## src/rtl/onehot_sweep_gen.sv

```systemverilog
// One-hot sweep stimulus generator: delivers every bit position exactly once over valid/ready,
// holding GATED_BIT back until one of its prerequisites was accepted at least GAP cycles earlier.
module onehot_sweep_gen #(
    parameter int WIDTH     = 105,
    parameter int GATED_BIT = 89,
    parameter int PREREQ_A  = 96,
    parameter int PREREQ_B  = 101,
    parameter int GAP       = 2
) (
    input  logic             clk,
    input  logic             rst_n,
    input  logic             start,
    input  logic             dir,
    output logic             x_valid,
    input  logic             x_ready,
    output logic [WIDTH-1:0] x,
    output logic [WIDTH-1:0] coverage,
    output logic             busy,
    output logic             done
);
    localparam int IW = (WIDTH > 1) ? $clog2(WIDTH) : 1;
    localparam int CW = (GAP > 1) ? $clog2(GAP) : 1;
    localparam logic [IW-1:0]    FIRST_IDX = {IW{1'b0}};
    localparam logic [IW-1:0]    LAST_IDX  = IW'(WIDTH - 1);
    localparam logic [IW-1:0]    GATED_IDX = IW'(GATED_BIT);
    localparam logic [CW-1:0]    CNT_MAX   = CW'(GAP - 1);
    localparam logic [WIDTH-1:0] ONE_W     = WIDTH'(1);
    localparam logic [WIDTH-1:0] ZERO_W    = {WIDTH{1'b0}};

    typedef enum logic [1:0] {
        S_IDLE  = 2'd0,
        S_SWEEP = 2'd1,
        S_FLUSH = 2'd2,
        S_DONE  = 2'd3
    } state_t;

    function automatic logic is_last(input logic [IW-1:0] pos, input logic d);
        if (d) begin
            is_last = (pos == FIRST_IDX);
        end else begin
            is_last = (pos == LAST_IDX);
        end
    endfunction

    function automatic logic [IW-1:0] step(input logic [IW-1:0] pos, input logic d);
        if (d) begin
            step = pos - IW'(1);
        end else begin
            step = pos + IW'(1);
        end
    endfunction

    function automatic logic [WIDTH-1:0] onehot(input logic [IW-1:0] pos);
        onehot = ONE_W << pos;
    endfunction

    state_t           state_q, state_d;
    logic [IW-1:0]    idx_q, idx_d;
    logic             dir_q, dir_d;
    logic             deferred_q, deferred_d;
    logic             prereq_seen_q, prereq_seen_d;
    logic [CW-1:0]    gap_cnt_q, gap_cnt_d;
    logic [WIDTH-1:0] coverage_q, coverage_d;
    logic [WIDTH-1:0] x_q, x_d;
    logic             x_valid_q, x_valid_d;
    logic             busy_q, busy_d;
    logic             done_q, done_d;

    logic             xfer_s;
    logic             start_s;
    logic             elig_s;
    logic             adv_s;
    logic             adv_dir_s;
    logic             cand_ok_s;
    logic [IW-1:0]    cand_s;
    logic             skip_s;
    logic             next_ok_s;
    logic [IW-1:0]    next_pos_s;
    logic [WIDTH-1:0] flush_word_s;

    // Next-state, gating bookkeeping and next registered outputs.
    always_comb begin
        state_d       = state_q;
        idx_d         = idx_q;
        dir_d         = dir_q;
        deferred_d    = deferred_q;
        prereq_seen_d = prereq_seen_q;
        gap_cnt_d     = gap_cnt_q;
        coverage_d    = coverage_q;
        x_d           = ZERO_W;
        x_valid_d     = 1'b0;
        adv_s         = 1'b0;
        cand_ok_s     = 1'b0;
        cand_s        = idx_q;

        xfer_s  = x_valid_q && x_ready;
        start_s = start && ((state_q == S_IDLE) || (state_q == S_DONE));

        // The counter restarts only on the first prerequisite of a sweep and then saturates.
        if (start_s) begin
            prereq_seen_d = 1'b0;
            gap_cnt_d     = {CW{1'b0}};
        end else if (xfer_s && !prereq_seen_q && (x_q[PREREQ_A] || x_q[PREREQ_B])) begin
            prereq_seen_d = 1'b1;
            gap_cnt_d     = {CW{1'b0}};
        end else if (prereq_seen_q && (gap_cnt_q != CNT_MAX)) begin
            gap_cnt_d = gap_cnt_q + CW'(1);
        end else begin
            gap_cnt_d = gap_cnt_q;
        end
        // Eligibility is judged for the cycle the next registered word will be on the bus.
        elig_s       = prereq_seen_d && (gap_cnt_d == CNT_MAX);
        flush_word_s = elig_s ? onehot(GATED_IDX) : ZERO_W;

        if (xfer_s) begin
            coverage_d = coverage_q | x_q;
        end else begin
            coverage_d = coverage_q;
        end

        case (state_q)
            S_IDLE, S_DONE: begin
                if (start_s) begin
                    dir_d      = dir;
                    deferred_d = 1'b0;
                    coverage_d = ZERO_W;
                    adv_s      = 1'b1;
                    cand_ok_s  = 1'b1;
                    cand_s     = dir ? LAST_IDX : FIRST_IDX;
                end else begin
                    adv_s = 1'b0;
                end
            end
            S_SWEEP: begin
                if (xfer_s) begin
                    adv_s     = 1'b1;
                    cand_ok_s = !is_last(idx_q, dir_q);
                    cand_s    = step(idx_q, dir_q);
                end else begin
                    x_valid_d = 1'b1;
                    x_d       = x_q;
                end
            end
            S_FLUSH: begin
                if (xfer_s) begin
                    state_d = S_DONE;
                end else begin
                    x_valid_d = elig_s;
                    x_d       = flush_word_s;
                end
            end
            default: begin
                state_d = S_IDLE;
            end
        endcase

        // A gated candidate that is not yet eligible is stepped over within the same cycle.
        adv_dir_s  = start_s ? dir : dir_q;
        skip_s     = adv_s && cand_ok_s && (cand_s == GATED_IDX) && !elig_s;
        next_ok_s  = cand_ok_s && !(skip_s && is_last(cand_s, adv_dir_s));
        next_pos_s = skip_s ? step(cand_s, adv_dir_s) : cand_s;

        if (adv_s) begin
            if (skip_s) begin
                deferred_d = 1'b1;
            end else begin
                deferred_d = deferred_d;
            end
            if (next_ok_s) begin
                state_d   = S_SWEEP;
                idx_d     = next_pos_s;
                x_valid_d = 1'b1;
                x_d       = onehot(next_pos_s);
            end else if (deferred_d) begin
                state_d   = S_FLUSH;
                x_valid_d = elig_s;
                x_d       = flush_word_s;
            end else begin
                state_d = S_DONE;
            end
        end else begin
            idx_d = idx_d;
        end

        busy_d = (state_d == S_SWEEP) || (state_d == S_FLUSH);
        done_d = (state_d == S_DONE);
    end

    // State and output registers.
    always_ff @(posedge clk or negedge rst_n) begin
        if (!rst_n) begin
            state_q       <= S_IDLE;
            idx_q         <= {IW{1'b0}};
            dir_q         <= 1'b0;
            deferred_q    <= 1'b0;
            prereq_seen_q <= 1'b0;
            gap_cnt_q     <= {CW{1'b0}};
            coverage_q    <= ZERO_W;
            x_q           <= ZERO_W;
            x_valid_q     <= 1'b0;
            busy_q        <= 1'b0;
            done_q        <= 1'b0;
        end else begin
            state_q       <= state_d;
            idx_q         <= idx_d;
            dir_q         <= dir_d;
            deferred_q    <= deferred_d;
            prereq_seen_q <= prereq_seen_d;
            gap_cnt_q     <= gap_cnt_d;
            coverage_q    <= coverage_d;
            x_q           <= x_d;
            x_valid_q     <= x_valid_d;
            busy_q        <= busy_d;
            done_q        <= done_d;
        end
    end

    assign x_valid  = x_valid_q;
    assign x        = x_q;
    assign coverage = coverage_q;
    assign busy     = busy_q;
    assign done     = done_q;

endmodule

```

## config.mk

```make
export PLATFORM = sky130hd
export DESIGN_NAME = onehot_sweep_gen
export DESIGN_NICKNAME = d
export VERILOG_FILES = /design/src/rtl/onehot_sweep_gen.sv
export SDC_FILE = /design/constraint.sdc
export NUM_CORES = 1
export LEC_CHECK = 0
export BUFFER_PORTS_ARGS = -buffer_cell sky130_fd_sc_hd__buf_2
export CAP_MARGIN = 20
export CORE_MARGIN = 3
export CORE_UTILIZATION = 50
export CTS_BUF_LIST = sky130_fd_sc_hd__clkbuf_8
export CTS_CLUSTER_DIAMETER = 120
export DETAILED_ROUTE_END_ITERATION = 8
export GPL_TIMING_DRIVEN = 0
export PLACE_DENSITY_LB_ADDON = 0.05
export RECOVER_POWER = 50
export SYNTH_ARGS = -nofsm -noshare
export SYNTH_HDL_FRONTEND = slang
export SYNTH_SLANG_ARGS = --single-unit
```

## constraint.sdc

```tcl
create_clock -name clk -period 4.41 [get_ports clk]
set_clock_uncertainty 0.2 [all_clocks]
set_input_delay 1.323 -clock clk [delete_from_list [all_inputs] [get_ports clk]]
set_output_delay 1.323 -clock clk [all_outputs]
set_load 0.005 [all_outputs]
```

Word level (Yosys, flattened, before mapping) --
Index checks and enable logic that the tools add are counted.
Word-level totals: word-level logic and storage cells 99, output and inout bits 213, register bits 226
Operators by class: add/subtract/negate cells 5, shift operators 1, equal/unequal tests 9, reduce and logical (&&, ||, !) cells 23, bitwise operators 2, mux-type cells 48
Operators by type and width (count):
- two-way mux 105 bit | 7
- case mux 105 bit (2 select lines) | 1
- two-way mux 90 bit | 2
- bitwise OR 105 bit | 1
- left shift 1 x 7 -> 105 bit (first input constant) | 1
- two-way mux 7 bit | 6
- two-way mux 1 bit | 24
- equality test 7 bit (second input constant) | 3
- adder 7 x 1 -> 7 bit (second input constant) | 2
- logical NOT 7 bit | 2
- case mux 7 bit (2 select lines) | 1
- subtractor 7 x 1 -> 7 bit (second input constant) | 2
- logical AND 1 bit | 11
- equality test 2 bit (second input constant) | 4
- two-way mux 2 bit | 4
- case mux 1 bit (2 select lines) | 3
- equality test 2 x 1 -> 1 bit (second input constant) | 2
- logical NOT 1 bit | 4
- logical OR 1 bit | 3
- logical NOT 2 bit | 1
- AND reduction 2 bit | 1
- OR reduction 2 bit | 1
- adder 1 bit (second input constant) | 1
- inverter 1 bit | 1

Depth between registers and ports, before layout --
Gate-level depths: netlist of the first run.
depth after elaboration 17, gate-level depth with buffers 18, mapped depth without buffers 15

Worst setup path before layout of the first run --
OpenSTA, ideal clock, no wires.
path type input to register, start in x_ready, end reg x_q[96] (netlist: x[96]), library setup time 0.096 ns, required time 4.114 ns, arrival time 4.481 ns, path slack -0.367 ns, cell stages on the path 13, buffers on the path 0, path through a21boi_4 > or3_4 > a21oi_1 > inv_1 > fa_1 > a21o_1 > a21oi_1 > o21ai_0 > a211oi_1 > nand4_1 > a211oi_1 > nand2_1 > o31ai_1
On the way: longest elaborated chain between the ends 13, elaborated cells between the ends (all ways) 37, those cells by class add/sub (2); eq/ne (2); shift (1); mux (20); reduce/logical (12)
RTL lines:
- from (decl) | line 15 | input logic x_ready,
- logical AND 1 bit (*) | line 96 | xfer_s = x_valid_q && x_ready;
- branches (longest 11 deep; another with adder 7 x 1 -> 7 bit)
- two-way mux 105 bit (*) | line 163 | if (adv_s) begin
- named net x_d[96] | line 64 | logic [WIDTH-1:0] x_q, x_d;
- to (signal assigned) | line 199 | x_q <= ZERO_W;
- to (signal assigned) | line 211 | x_q <= x_d;
- to (decl) | line 64
Mark *: on every way through the listed nets, which the timed path passes. The select of a mux whose other input is x is not followed. A chain may end at the register's enable or synchronous reset.

Worst setup path after layout of the first run --
start in start, end reg x_q[49] (netlist: x[49])
On the way: longest elaborated chain between the ends 11, elaborated cells between the ends (all ways) 33, those cells by class add/sub (2); eq/ne (2); shift (1); mux (18); reduce/logical (10)
RTL lines:
- from (decl) | line 12 | input logic start,
- logical AND 1 bit (*) | line 97 | start_s = start && ((state_q == S_IDLE) || (state_q == S_DONE));
- branches (longest 9 deep; another with adder 7 x 1 -> 7 bit)
- two-way mux 105 bit (*) | line 163
- named net x_d[49] | line 64
Marked as above.

==> results of run 1 <==
[where the power goes]
| group | internal [mW] | total [mW] | switching [mW] |
|---|---|---|---|
| logic | 0.969 | 3.09 | 2.12 |
| registers | 2.16 | 2.27 | 0.105 |
| clock network | 1.01 | 1.85 | 0.837 |
[sequential cells by signal, summed over array words and instances, names as in the netlist]
register and flops:
idx_q 7, dir_q 1, coverage 105, deferred_q 1, x 105, prereq_seen_q 1, state_q 2, busy 1
x_valid 1, done 1
[Yosys cell counts (3+ instances only)]
cell,number,area [sq um]
a211oi_1,7,52.6
a21o_1,7,52.6
a21oi_1,121,606
a22o_1,21,184
a22oi_1,3,22.5
and2_1,3,18.8
and3_1,3,18.8
buf_1,3,11.3
buf_2,8,40.0
clkbuf_1,39,146
dfrtp_1,225,5630
ha_1,14,175
inv_1,14,52.6
nand2_1,104,390
nand2b_1,10,62.6
nand3_1,17,85.1
nand4_1,5,31.3
nor2_1,133,499
nor3_1,6,30.0
o211ai_1,7,52.6
o21a_1,3,22.5
o21ai_0,82,410
o21ai_1,6,30.0
o31ai_1,11,82.6
o41ai_1,3,26.3
or2_2,4,25.0
or3_1,3,18.8
[path summary, 6_finish.rpt]
check / slack, ps / startpoint / depth (start not counted) / end
setup / recovery: 40 / start / 15 / x[49]$_DFF_PN0_
setup reg to reg: 90 / state_q[1]$_DFF_PN0_ / 17 / x[49]$_DFF_PN0_
min in group asynchronous: 1590 / rst_n / 1 / coverage[53]$_DFF_PN0_
max in group asynchronous: 560 / rst_n / 3 / coverage[12]$_DFF_PN0_
hold / removal: 290 / coverage[53]$_DFF_PN0_ / 2 / coverage[53]$_DFF_PN0_
hold reg to reg: 290 / coverage[53]$_DFF_PN0_ / 2 / coverage[53]$_DFF_PN0_
[cell usage in the layout (no fill, tap or decap), types with 3 or more instances in the layout]
cell type	instances
a211oi_1	3
nand2b_1	9
buf_4	21
a21oi_1	119
or2_2	4
o31ai_2	3
o41ai_1	3
o21a_1	3
nand4_1	5
nor2_1	129
clkbuf_4	3
clkbuf_2	3
inv_2	4
a21o_1	7
o31ai_1	8
ha_1	10
nor2_2	4
buf_1	4
clkbuf_8	50
and2_1	3
a211oi_2	4
buf_2	154
a22oi_1	3
or3_1	3
dfrtp_2	3
and3_1	3
dfrtp_1	222
o211ai_1	7
nand3_1	16
nor3_1	4
clkbuf_1	97
o21ai_0	67
buf_6	6
a22o_1	21
nand2_1	103
o21ai_1	20
inv_1	22
[logic make-up (layout without fill, tap and decap cells)]
family	count (synthesis)	count (layout)	synth area share (%)
buffers and inverters	66	374	2.76
AND/OR/NAND/NOR	309	309	14.4
AO/OA/AOI/OAI	303	303	20.6
adder cells (fa/ha/maj)	16	16	2.28
multiplexers	1	1	0.106
flip-flops	225	225	59.5
XOR/XNOR	4	4	0.370
[what timing repair did]
| item | CTS | global route |
|---|---|---|
| buffers inserted | 7 | 15 |
| gates cloned | 0 | 2 |
| endpoints found under the setup margin | 72 | 97 |
| pin swaps | 8 | 13 |
| resized for setup | 8 | 60 |
[worst min-delay path: stages (launching register included)]
cell and delay, ps:
dfrtp_1 340, a21oi_1 40, nor2_1 70
[final cells by class]
cell class | count | area, sq um | area share (%)
Buffer | 51 | 255 | 2.12
Clock inverter | 15 | 71.3 | 0.593
Inverter | 15 | 56.3 | 0.468
Multi-Input combinational cell | 633 | 3760 | 31.3
Sequential cell | 225 | 5630 | 46.8
Clock buffer | 50 | 688 | 5.72
Tap cell | 229 | 287 | 2.38
Timing Repair Buffer | 243 | 1280 | 10.6
[stage by stage]
stage	utilization [%]	power (mW)	instances
floorplan	-	4.10	924
global placement	59.7	4.93	1370
detailed placement	60.1	4.95	1372
CTS	64.8	6.93	1444
global route	65.9	7.57	1461
finish	65.9	7.21	1461
[routing by layer]
layer  vias up  global-route usage (%)  share of wire (%)
li1       3823                       -                  -
met2       351                    42.5                 45
met5         -                       0                  0
met3        82                    5.36                7.4
met1      4064                    40.4                 44
met4         0                    11.4                3.8
==> metrics.md, run 1 <==
| Metric | Value |
|---|---|
| Overflow after GRT | `0` |
| Syn_nets | `945` |
| Post-CTS Hold Buffers | `0` |
| CTS tree | `yes` |
| Syn. warnings | `0` |
| Number of diodes | `0` |
| Post-synth EDFFs | `0` |
| Minimum clock period | `4370 ps` |
| CP Capture Type | `register` |
| CP max stage cell | `a2111o_1` |
| Routed length per instance | `20.4 um` |
| Delay-heaviest family, CP | `compound AO/OA/AOI/OAI gates` |
| Core area | `0.0183 sq mm` |
| #FFs+latches synth | `225` |
| WL final | `29800 um` |
| Number of global-route vias before repair | `7818` |
| H-tree Lvls | `2` |
| Initial Util | `51.8%` |
| Dpl ws | `-741 ps` |
| CTS Root Buffer Type | `clkbuf_8` |
| Worst-skew pair later-pin latency | `540 ps` |
| Global-route wire length before repair | `45100 um` |
| Worst setup margin | `36.3 ps` |
| Die height | `144 um` |
| Period utilization | `99.2%` |
| Die Span X | `144 um` |
| Max Freq | `0.229 GHz` |
| Setup-failing EPs final | `0` |
| Synth unique cells | `74` |
| Critical path buffer and inverter count | `3` |
| Syn Inst Count | `924` |
| DP Wirelength | `21100 um` |
| I/O Pins | `218` |
| Pwr per Cell Area | `599 mW/mm^2` |
| Sequential share of the synthesized area | `59.5%` |
| Placed Area | `0.0110 sq mm` |
| Final GP Congestion | `0.949` |
| WP data required | `4660 ps` |
| Die Area | `0.0206 sq mm` |
| Clk slew on worst S/H paths | `60 ps` |
| Max clock buf depth | `3` |
| DR pass1 iterations | `4` |
| Outcome | `finished with violations` |
| Hold Vio Cnt, Final | `0` |
| Largest net degree at the start of global routing | `102` |
| Num CTS Buffers | `37` |
| Leakage | `6.10 nW` |
| Share of cells above drive strength 1 | `24.8%` |
| 1st-iter DRT viols | `570` |
| Port bufs | `217` |
| Gr usage total | `28.1%` |
| Final-layout fill cell count | `1543` |
| CTS sink cnt | `225` |
| Cell Area, Synth | `0.00946 sq mm` |
| Min-delay worst type | `reg -> reg` |
| Antenna violations before repair | `0` |
| Pins Over Slew Limit | `62` |
| Synth Flop Type | `dfrtp_1` |
| # nets final | `1227` |
| Rows | `49` |
| Via count | `8320` |
| Via-per-instance ratio | `5.69` |
| Kind of critical path | `in -> reg` |
| Worst VDD drop | `0.422 mV` |
| Slew margin rel. | `-86.6%` |
| Worst Path Arrival | `4630 ps` |
| Fin Hold WS | `286 ps` |
| Mean area per synthesized cell | `10.2 sq um` |
| Cell Chain, Critical Path | `clkbuf_4 > nor2b_4 > or3_4 > a21oi_4 > inv_2 > ha_4 > a2111o_1 > o211ai_1 > o21ai_1 > a311oi_4 > a21boi_2 > a32oi_2 > or2_4 > buf_8 > o31ai_2` |
| Post-route setup TNS | `0 ps` |
| Failing checks | `capacitance limit, slew limit` |
| Critical path's largest stage delay | `430 ps` |
| Post-route design area | `0.0120 sq mm` |
| Async set or reset register ratio after synthesis | `100%` |
| Max-Cap Viols | `1` |
| Area added between synthesis and finish | `27.2%` |
| CP startpoint kind | `input pin` |
| Antenna Nets Post-Route | `0` |
| DRC viols | `0` |
| Max FO, Critical Path | `8` |
| Worst Tran Pin Value | `2800 ps` |
No activity file was read; power rests on OpenSTA's default activity.
==> inputs of run 2 (changes only) <==
- REMOVE_ABC_BUFFERS: unset -> 1
==> run 2 against run 1 <==
The run still ends with capacitance limit, slew limit left. Utilization grew 0.23 points. Non-clock buffer count shrank 43. Sequential power is essentially flat. Global-route usage shrank 2.1 points. Design area grew 0.34%. Critical path type unchanged.
==> metrics.md, run 2 (same netlist as run 1, synthesis figures left out) <==
| Metric | Value |
|---|---|
| Minimum clock period | `4360 ps (-15.5 ps)` |
| Global-route wire length before repair | `42600 um (-5.5%)` |
| Via count | `8021 (-3.6%)` |
| Num CTS Buffers | `38 (+2.7%)` |
| CP Capture Type | `register` |
| Final-layout fill cell count | `1517 (-1.7%)` |
| Port bufs | `217 (unchanged)` |
| Area added between synthesis and finish | `27.6%` |
| Outcome | `finished with violations` |
| DRC viols | `0 (unchanged)` |
| R2r setup slk | `100 ps (about the same)` |
| Pins Over Slew Limit | `161 (+160%)` |
| Kind of critical path | `in -> reg` |
| WP data required | `4640 ps (-20 ps)` |
| Post-route insts no fill | `1422 (-2.7%)` |
| Initial Util | `51.8% (unchanged)` |
| Min-delay worst type | `reg -> reg` |
| Rows | `49 (unchanged)` |
| Setup-failing EPs final | `0 (unchanged)` |
| Delay-heaviest family, CP | `compound AO/OA/AOI/OAI gates` |
| Worst setup margin | `51.7 ps (+15.5 ps)` |
| Overflow after GRT | `0 (unchanged)` |
| Crit path top cell by count | `a21boi_4` |
| Worst VDD drop | `0.317 mV (-25%)` |
| DR pass1 iterations | `5 (+1)` |
| Max FO, Critical Path | `6 (-2)` |
| Largest net degree at the start of global routing | `125 (+23%)` |
| H-tree Lvls | `2 (unchanged)` |
| Die Span X | `144 um (unchanged)` |
| CTS Root Buffer Type | `clkbuf_8` |
| Die Area | `0.0206 sq mm (unchanged)` |
| Hold Vio Cnt, Final | `0 (unchanged)` |
| Antenna violations before repair | `0 (unchanged)` |
| Critical R2R Capture | `x[49]$_DFF_PN0_` |
| Multi-input logic area | `0.00386 sq mm (+2.5%)` |
| Core area | `0.0183 sq mm (unchanged)` |
| CP startpoint kind | `input pin` |
| Worst Tran Pin Value | `2580 ps (-221 ps)` |
| Max clock buf depth | `3 (unchanged)` |
| Critical Path Stages | `15 (unchanged)` |
| Pwr per Cell Area | `598 mW/mm^2 (-0.20%)` |
| Number of diodes | `0 (unchanged)` |
| DP Wirelength | `17700 um (-16%)` |
| Failing checks | `capacitance limit, slew limit` |
| Register Area | `0.00563 sq mm (unchanged)` |
| Most frequent cells in the layout | `dfrtp_1 (222), buf_2 (214), nor2_1 (127)` |
| CP max stage cell | `a2111o_1` |
| Dpl cells | `1332 (-2.9%)` |
| CTS tree | `yes` |
| Via-per-instance ratio | `5.64 (-0.95%)` |
| CTS sink cnt | `225 (unchanged)` |
| Most common cell after layout, fill and taps aside | `dfrtp_1` |
| Reg2reg path depth | `16 (-1)` |
| WL final | `27300 um (-8.5%)` |
| Worst Path Arrival | `4590 ps (-40 ps)` |
| Post-route setup TNS | `0 ps (unchanged)` |
| Clk slew on worst S/H paths | `60 ps (about the same)` |
| Critical path destination | `x[49]$_DFF_PN0_` |
| R2r startpoint | `state_q[0]$_DFF_PN0_` |
| 1st-iter DRT viols | `657 (+15%)` |
| Dpl ws | `-1750 ps (-1000 ps)` |
| Die height | `144 um (unchanged)` |
| Max Freq | `0.229 GHz (+0.35%)` |
| Critical Path Source | `x_ready` |
| Final GP Congestion | `0.865 (-8.9%)` |
| Critical path's largest stage delay | `430 ps (about the same)` |
| Leakage | `6.36 nW (+4.4%)` |
| Post-route design area | `0.0121 sq mm (+0.34%)` |
| Critical path buffer and inverter count | `3 (unchanged)` |
| Routed length per instance | `19.2 um (-6.0%)` |
| Number of global-route vias before repair | `7740 (-1.0%)` |
| Share of cells above drive strength 1 | `30.8% (+6.1 points)` |
| Gr usage total | `26.0% (-2.1 points)` |
| Cell Chain, Critical Path | `clkbuf_4 > a21boi_4 > or3_4 > a21oi_4 > inv_2 > ha_4 > a2111o_1 > o211ai_1 > o21ai_0 > a311oi_2 > buf_4 > a21boi_4 > a32oi_4 > or2_4 > o31ai_2` |
| I/O Pins | `218 (unchanged)` |
| Slew margin rel. | `-71.9% (+15 points)` |
| # nets final | `1189 (-3.1%)` |
| Placed Area | `0.0109 sq mm (-0.98%)` |
| Max-Cap Viols | `2 (+1)` |
| Period utilization | `98.8% (-0.35 points)` |
| Worst-skew pair later-pin latency | `530 ps (about the same)` |
| Antenna Nets Post-Route | `0 (unchanged)` |
## run 2: per-stage QoR
step | hold slack [ps] | utilization [%] | power [mW]
2_1_floorplan | 286 | - | 3.90
5_1_grt | 306 | 66.1 | 7.61
3_5_place_dp | 278 | 59.5 | 4.81
3_3_place_gp | 270 | 58.2 | 4.54
6_report | 285 | 66.1 | 7.22
4_1_cts | 291 | 65.4 | 7.08
## run 2: area by class of cell
type                            count  area share, %
Clock buffer                       46           5.24
Clock inverter                     19           1.13
Inverter                           15          0.466
Multi-Input combinational cell    637           31.9
Sequential cell                   225           46.7
Tap cell                          229           2.37
Timing Repair Buffer              251           12.2
## run 2: report_power, final
| part | switching (mW) | internal [mW] | leakage [nW] |
|---|---|---|---|
| Combinational | 2.06 | 1.02 | 2.81 |
| Clock | 0.805 | 1.06 | 0.444 |
| Sequential | 0.111 | 2.16 | 3.12 |
| Total | 2.97 | 4.25 | 6.36 |
## run 2: worst min-delay path by stage
stage	slack [ps]	to	startpoint	depth (start not counted)
after global placement	270	coverage[34]$_DFF_PN0_	coverage[34]$_DFF_PN0_	2
after CTS	290	coverage[38]$_DFF_PN0_	coverage[38]$_DFF_PN0_	2
after floorplan	290	coverage[0]$_DFF_PN0_	coverage[0]$_DFF_PN0_	2
after detailed placement	280	coverage[48]$_DFF_PN0_	coverage[48]$_DFF_PN0_	2
final	280	coverage[38]$_DFF_PN0_	coverage[38]$_DFF_PN0_	2
after global routing	310	coverage[18]$_DFF_PN0_	coverage[18]$_DFF_PN0_	2
## run 2: worst min-delay path, stage by stage (launching register included)
cell	delay, ps
dfrtp_1	340
a21oi_1	40
nor2_1	70
## run 2: metal layers
layer  vias to the layer above  global-route usage (%)  wire (um)
met4                         0                    7.98        544
met3                        50                    4.76       1830
li1                       3759                       -          -
met2                       303                    40.4      12600
met5                         -                       0          0
met1                      3909                    37.7      12300
## run 2: repair_timing
item	in CTS	in global routing
hold buffers	0	0
endpoints found under the hold margin	0	0
setup buffers	14	6
cloned	4	1
resized for setup	34	27
endpoints found under the setup margin	107	104
pin swaps	8	10
==> inputs of run 3 (changes only) <==
- ABC_AREA: unset -> 1
- CORE_ASPECT_RATIO: unset -> 2
- CORE_UTILIZATION: 50 -> 59
- clock period: 4.41 -> 5.28 ns (I/O delays scaled with it)
==> run 3 against run 2 <==
The run still ends with capacitance limit, slew limit left. Synthesized cell count grew 30%. Cell count grew 14%. Via count grew 10%. First-iteration DRC count shrank 20%. Worst setup slack gained 240 ps. Routed wire length grew 3.2%. Sequential share of layout area shrank 0.57 points. Global-route usage grew 3.3 points. Clock power shrank 25%. Highest routed layer unchanged.
==> metrics.md, run 3 <==
| Metric | Value |
|---|---|
| Synth Flop Type | `dfrtp_1` |
| Synth unique cells | `36 (-51%)` |
| Initial Util | `60.5% (+8.7 points)` |
| Core area | `0.0168 sq mm (-7.8%)` |
| Worst Path Arrival | `5260 ps (+670 ps)` |
| Utilization after layout | `72.5% (+6.4 points)` |
| CTS sink cnt | `225 (unchanged)` |
| CP Capture Type | `register` |
| Syn. warnings | `0 (unchanged)` |
| Worst VDD drop | `0.502 mV (+58%)` |
| Sequential share of the synthesized area | `55.2% (-4.3 points)` |
| Clk slew on worst S/H paths | `70 ps (about the same)` |
| Largest net degree at the start of global routing | `120 (-4.0%)` |
| Cell count of the worst hold path | `1 (-1)` |
| Max clock buf depth | `3 (unchanged)` |
| Top cells by count, synth | `nand2_1 (251), dfrtp_1 (225), inv_1 (159)` |
| Antenna Nets Post-Route | `0 (unchanged)` |
| Die Area | `0.0190 sq mm (-7.8%)` |
| DP Wirelength | `19400 um (+9.4%)` |
| Num CTS Buffers | `30 (-21%)` |
| Period utilization | `94.5%` |
| WL final | `28200 um (+3.2%)` |
| Placed Area | `0.0115 sq mm (+5.9%)` |
| Minimum clock period | `4990 ps` |
| Critical R2R Capture | `x[45]$_DFF_PN0_` |
| Final GP Congestion | `0.895 (+3.6%)` |
| Overflow after GRT | `0 (unchanged)` |
| # nets final | `1418 (+19%)` |
| Most common cell after layout, fill and taps aside | `nand2_1` |
| Via-per-instance ratio | `5.45 (-3.4%)` |
| Global-route wire length before repair | `44500 um (+4.6%)` |
| WP data required | `5550 ps (+910 ps)` |
| Share of cells above drive strength 1 | `21.5% (-9.3 points)` |
| Number of global-route vias before repair | `8601 (+11%)` |
| H-tree Lvls | `1 (-1)` |
| Dpl cells | `1569 (+18%)` |
| Most common cell in the netlist | `nand2_1` |
| I/O Pins | `218 (unchanged)` |
| CP startpoint kind | `input pin` |
| Unrepaired setup endpoints after global routing | `false` |
| #FFs+latches synth | `225 (unchanged)` |
| CP max stage cell | `fa_1` |
| Reg2reg path depth | `18 (+2)` |
| Most frequent cells in the layout | `nand2_1 (250), dfrtp_1 (225), buf_2 (216)` |
| Yosys top cell area share | `55.2% (-4.3 points)` |
| R2r startpoint | `state_q[0]$_DFF_PN0_` |
| Max Freq | `0.200 GHz` |
| Max FO, Critical Path | `43 (+37)` |
| Mean area per synthesized cell | `8.47 sq um (-17%)` |
| Async set or reset register ratio after synthesis | `100% (unchanged)` |
| Hold Vio Cnt, Final | `0 (unchanged)` |
| Cell Area, Synth | `0.0102 sq mm (+7.8%)` |
| Post-CTS Hold Buffers | `0 (unchanged)` |
| Outcome | `finished with violations` |
| Gr usage total | `29.3% (+3.3 points)` |
| Port bufs | `217 (unchanged)` |
| R2r setup slk | `500 ps (+400 ps)` |
| Rows | `67 (+37%)` |
| Pins Over Slew Limit | `167 (+3.7%)` |
| Cell Chain, Critical Path | `buf_2 > nand2_8 > nand2_1 > nand3_1 > o21ai_2 > inv_1 > fa_1 > nand3_1 > nand2_1 > a21o_1 > a21oi_1 > or2_2 > nand3_1 > nand2_8 > nand2_1 > nor2_4 > buf_16 > nand2_1 > a21oi_1` |
| Setup-failing EPs final | `0 (unchanged)` |
| Crit path top cell by count | `nand2_1` |
| Post-route insts no fill | `1627 (+14%)` |
| Kind of critical path | `in -> reg` |
| HP Start | `coverage[84]$_DFF_PN0_` |
| Number of diodes | `0 (unchanged)` |
| Min-delay worst type | `reg -> reg` |
| Endpoint, Worst Hold | `coverage[84]$_DFF_PN0_` |
| Failing checks | `capacitance limit, slew limit` |
| Post-route setup TNS | `0 ps (unchanged)` |
| Worst-skew pair later-pin latency | `570 ps (+40 ps)` |
| Die Span X | `99.0 um (-31%)` |
| Antenna violations before repair | `0 (unchanged)` |
| Die height | `192 um (+34%)` |
| Worst Tran Pin Value | `2690 ps (+110 ps)` |
| DRC viols | `0 (unchanged)` |
| Area added between synthesis and finish | `19.8%` |
| Post-synth EDFFs | `0 (unchanged)` |
| Post-route design area | `0.0122 sq mm (+1.2%)` |
| Area contributors post-synth | `dfrtp_1 (55%), nand2_1 (9.2%), a21oi_1 (6.7%), inv_1 (5.9%), nand3_1 (4.6%)` |
| Syn Inst Count | `1204 (+30%)` |
| Max-Cap Viols | `2 (unchanged)` |
| CTS Root Buffer Type | `clkbuf_8` |
| Final-layout fill cell count | `1435 (-5.4%)` |
| CTS tree | `yes` |
| 1st-iter DRT viols | `523 (-20%)` |
| Slew margin rel. | `-79.2% (-7.3 points)` |
| Pwr per Cell Area | `531 mW/mm^2 (-11%)` |
| Synth area leader | `dfrtp_1` |
| Routed length per instance | `17.3 um (-9.8%)` |
| Via count | `8863 (+10%)` |
| Leakage | `6.50 nW (+2.1%)` |
| Critical path's largest stage delay | `450 ps (+20 ps)` |
| DR pass1 iterations | `5 (unchanged)` |
[run 3: cell count changes in the layout (fill, tap and decap cells not counted), sizes merged, moves of 7 or more]
cell and delta:
a211oi -7, a21oi +15, a22o -20, buf -21, inv +142, nand2 +154
nand2b -10, nand3 +76, nand4 +22, nor2 -26, o211ai -9, o21a +36
o21ai -37, o31ai -12
[run 3: critical path, delay by kind of cell]
kind | cells | cell delay [ps]
AND/OR/NAND/NOR | 11 | 1950
adder cells (fa/ha/maj) | 1 | 450
AO/OA/AOI/OAI | 4 | 810
buffers and inverters | 3 | 450
[run 3: logic make-up (layout without fill, tap and decap cells)]
kind of cell    count (synthesis)  in the layout  share of synthesized area [%]
flops                         225            225                           55.2
xor+xnor                        6              6                          0.515
fa+ha+maj                      16             16                           2.11
buf+inv                       233            448                           8.92
compound gates                236            236                           12.8
simple gates                  488            489                           20.5
[run 3: layout make-up]
| cell class | count | area (sq um) | share of cell area, % |
|---|---|---|---|
| Inverter | 165 | 632 | 5.17 |
| Clock buffer | 42 | 578 | 4.73 |
| Timing Repair Buffer | 228 | 1310 | 10.7 |
| Tap cell | 207 | 259 | 2.12 |
| Multi-Input combinational cell | 747 | 3720 | 30.5 |
| Sequential cell | 225 | 5630 | 46.1 |
| Clock inverter | 13 | 83.8 | 0.686 |
[run 3: report_power, final]
group	total, mW	switching (mW)	internal (mW)
Sequential	2.21	0.212	2.00
Combinational	2.88	2.00	0.882
Clock	1.40	0.643	0.754
Total	6.49	2.85	3.64
[run 3: per-layer routing]
metal  global-route usage, %  vias up  share of wire [%]  wire [um]
met3                    3.85       81                5.9       1660
met5                       0        -                  0          0
met1                    34.5     4204                 36      10200
met2                    52.5      334                 53      15000
met4                    13.5        0                4.6       1300
li1                        -     4244                  -          -
[run 3: repair_timing]
| action | CTS | global route |
|---|---|---|
| resized for setup | 8 | 7 |
| pin swaps | 0 | 1 |
| gates cloned | 0 | 1 |
| buffers inserted | 0 | 2 |
| endpoints found under the setup margin | 107 | 98 |
[run 3: stage by stage]
step	total power, mW	worst slack [ps]	hold slack (ps)
after CTS	6.45	18.6	289
final	6.49	289	285
after global placement	4.80	-4190	269
after detailed placement	5.03	-1600	274
after global routing	6.92	71.3	297
after floorplan	3.84	-862	264
[run 3: worst max-delay path by stage]
stage,from,cells past startpoint,endpoint
2_1_floorplan,start,14,x[47]$_DFF_PN0_
3_3_place_gp,x_ready,8,x[89]$_DFF_PN0_
5_1_grt,start,17,x[63]$_DFF_PN0_
3_5_place_dp,start,16,x[77]$_DFF_PN0_
6_report,x_ready,19,x[45]$_DFF_PN0_
4_1_cts,x_ready,18,x[77]$_DFF_PN0_
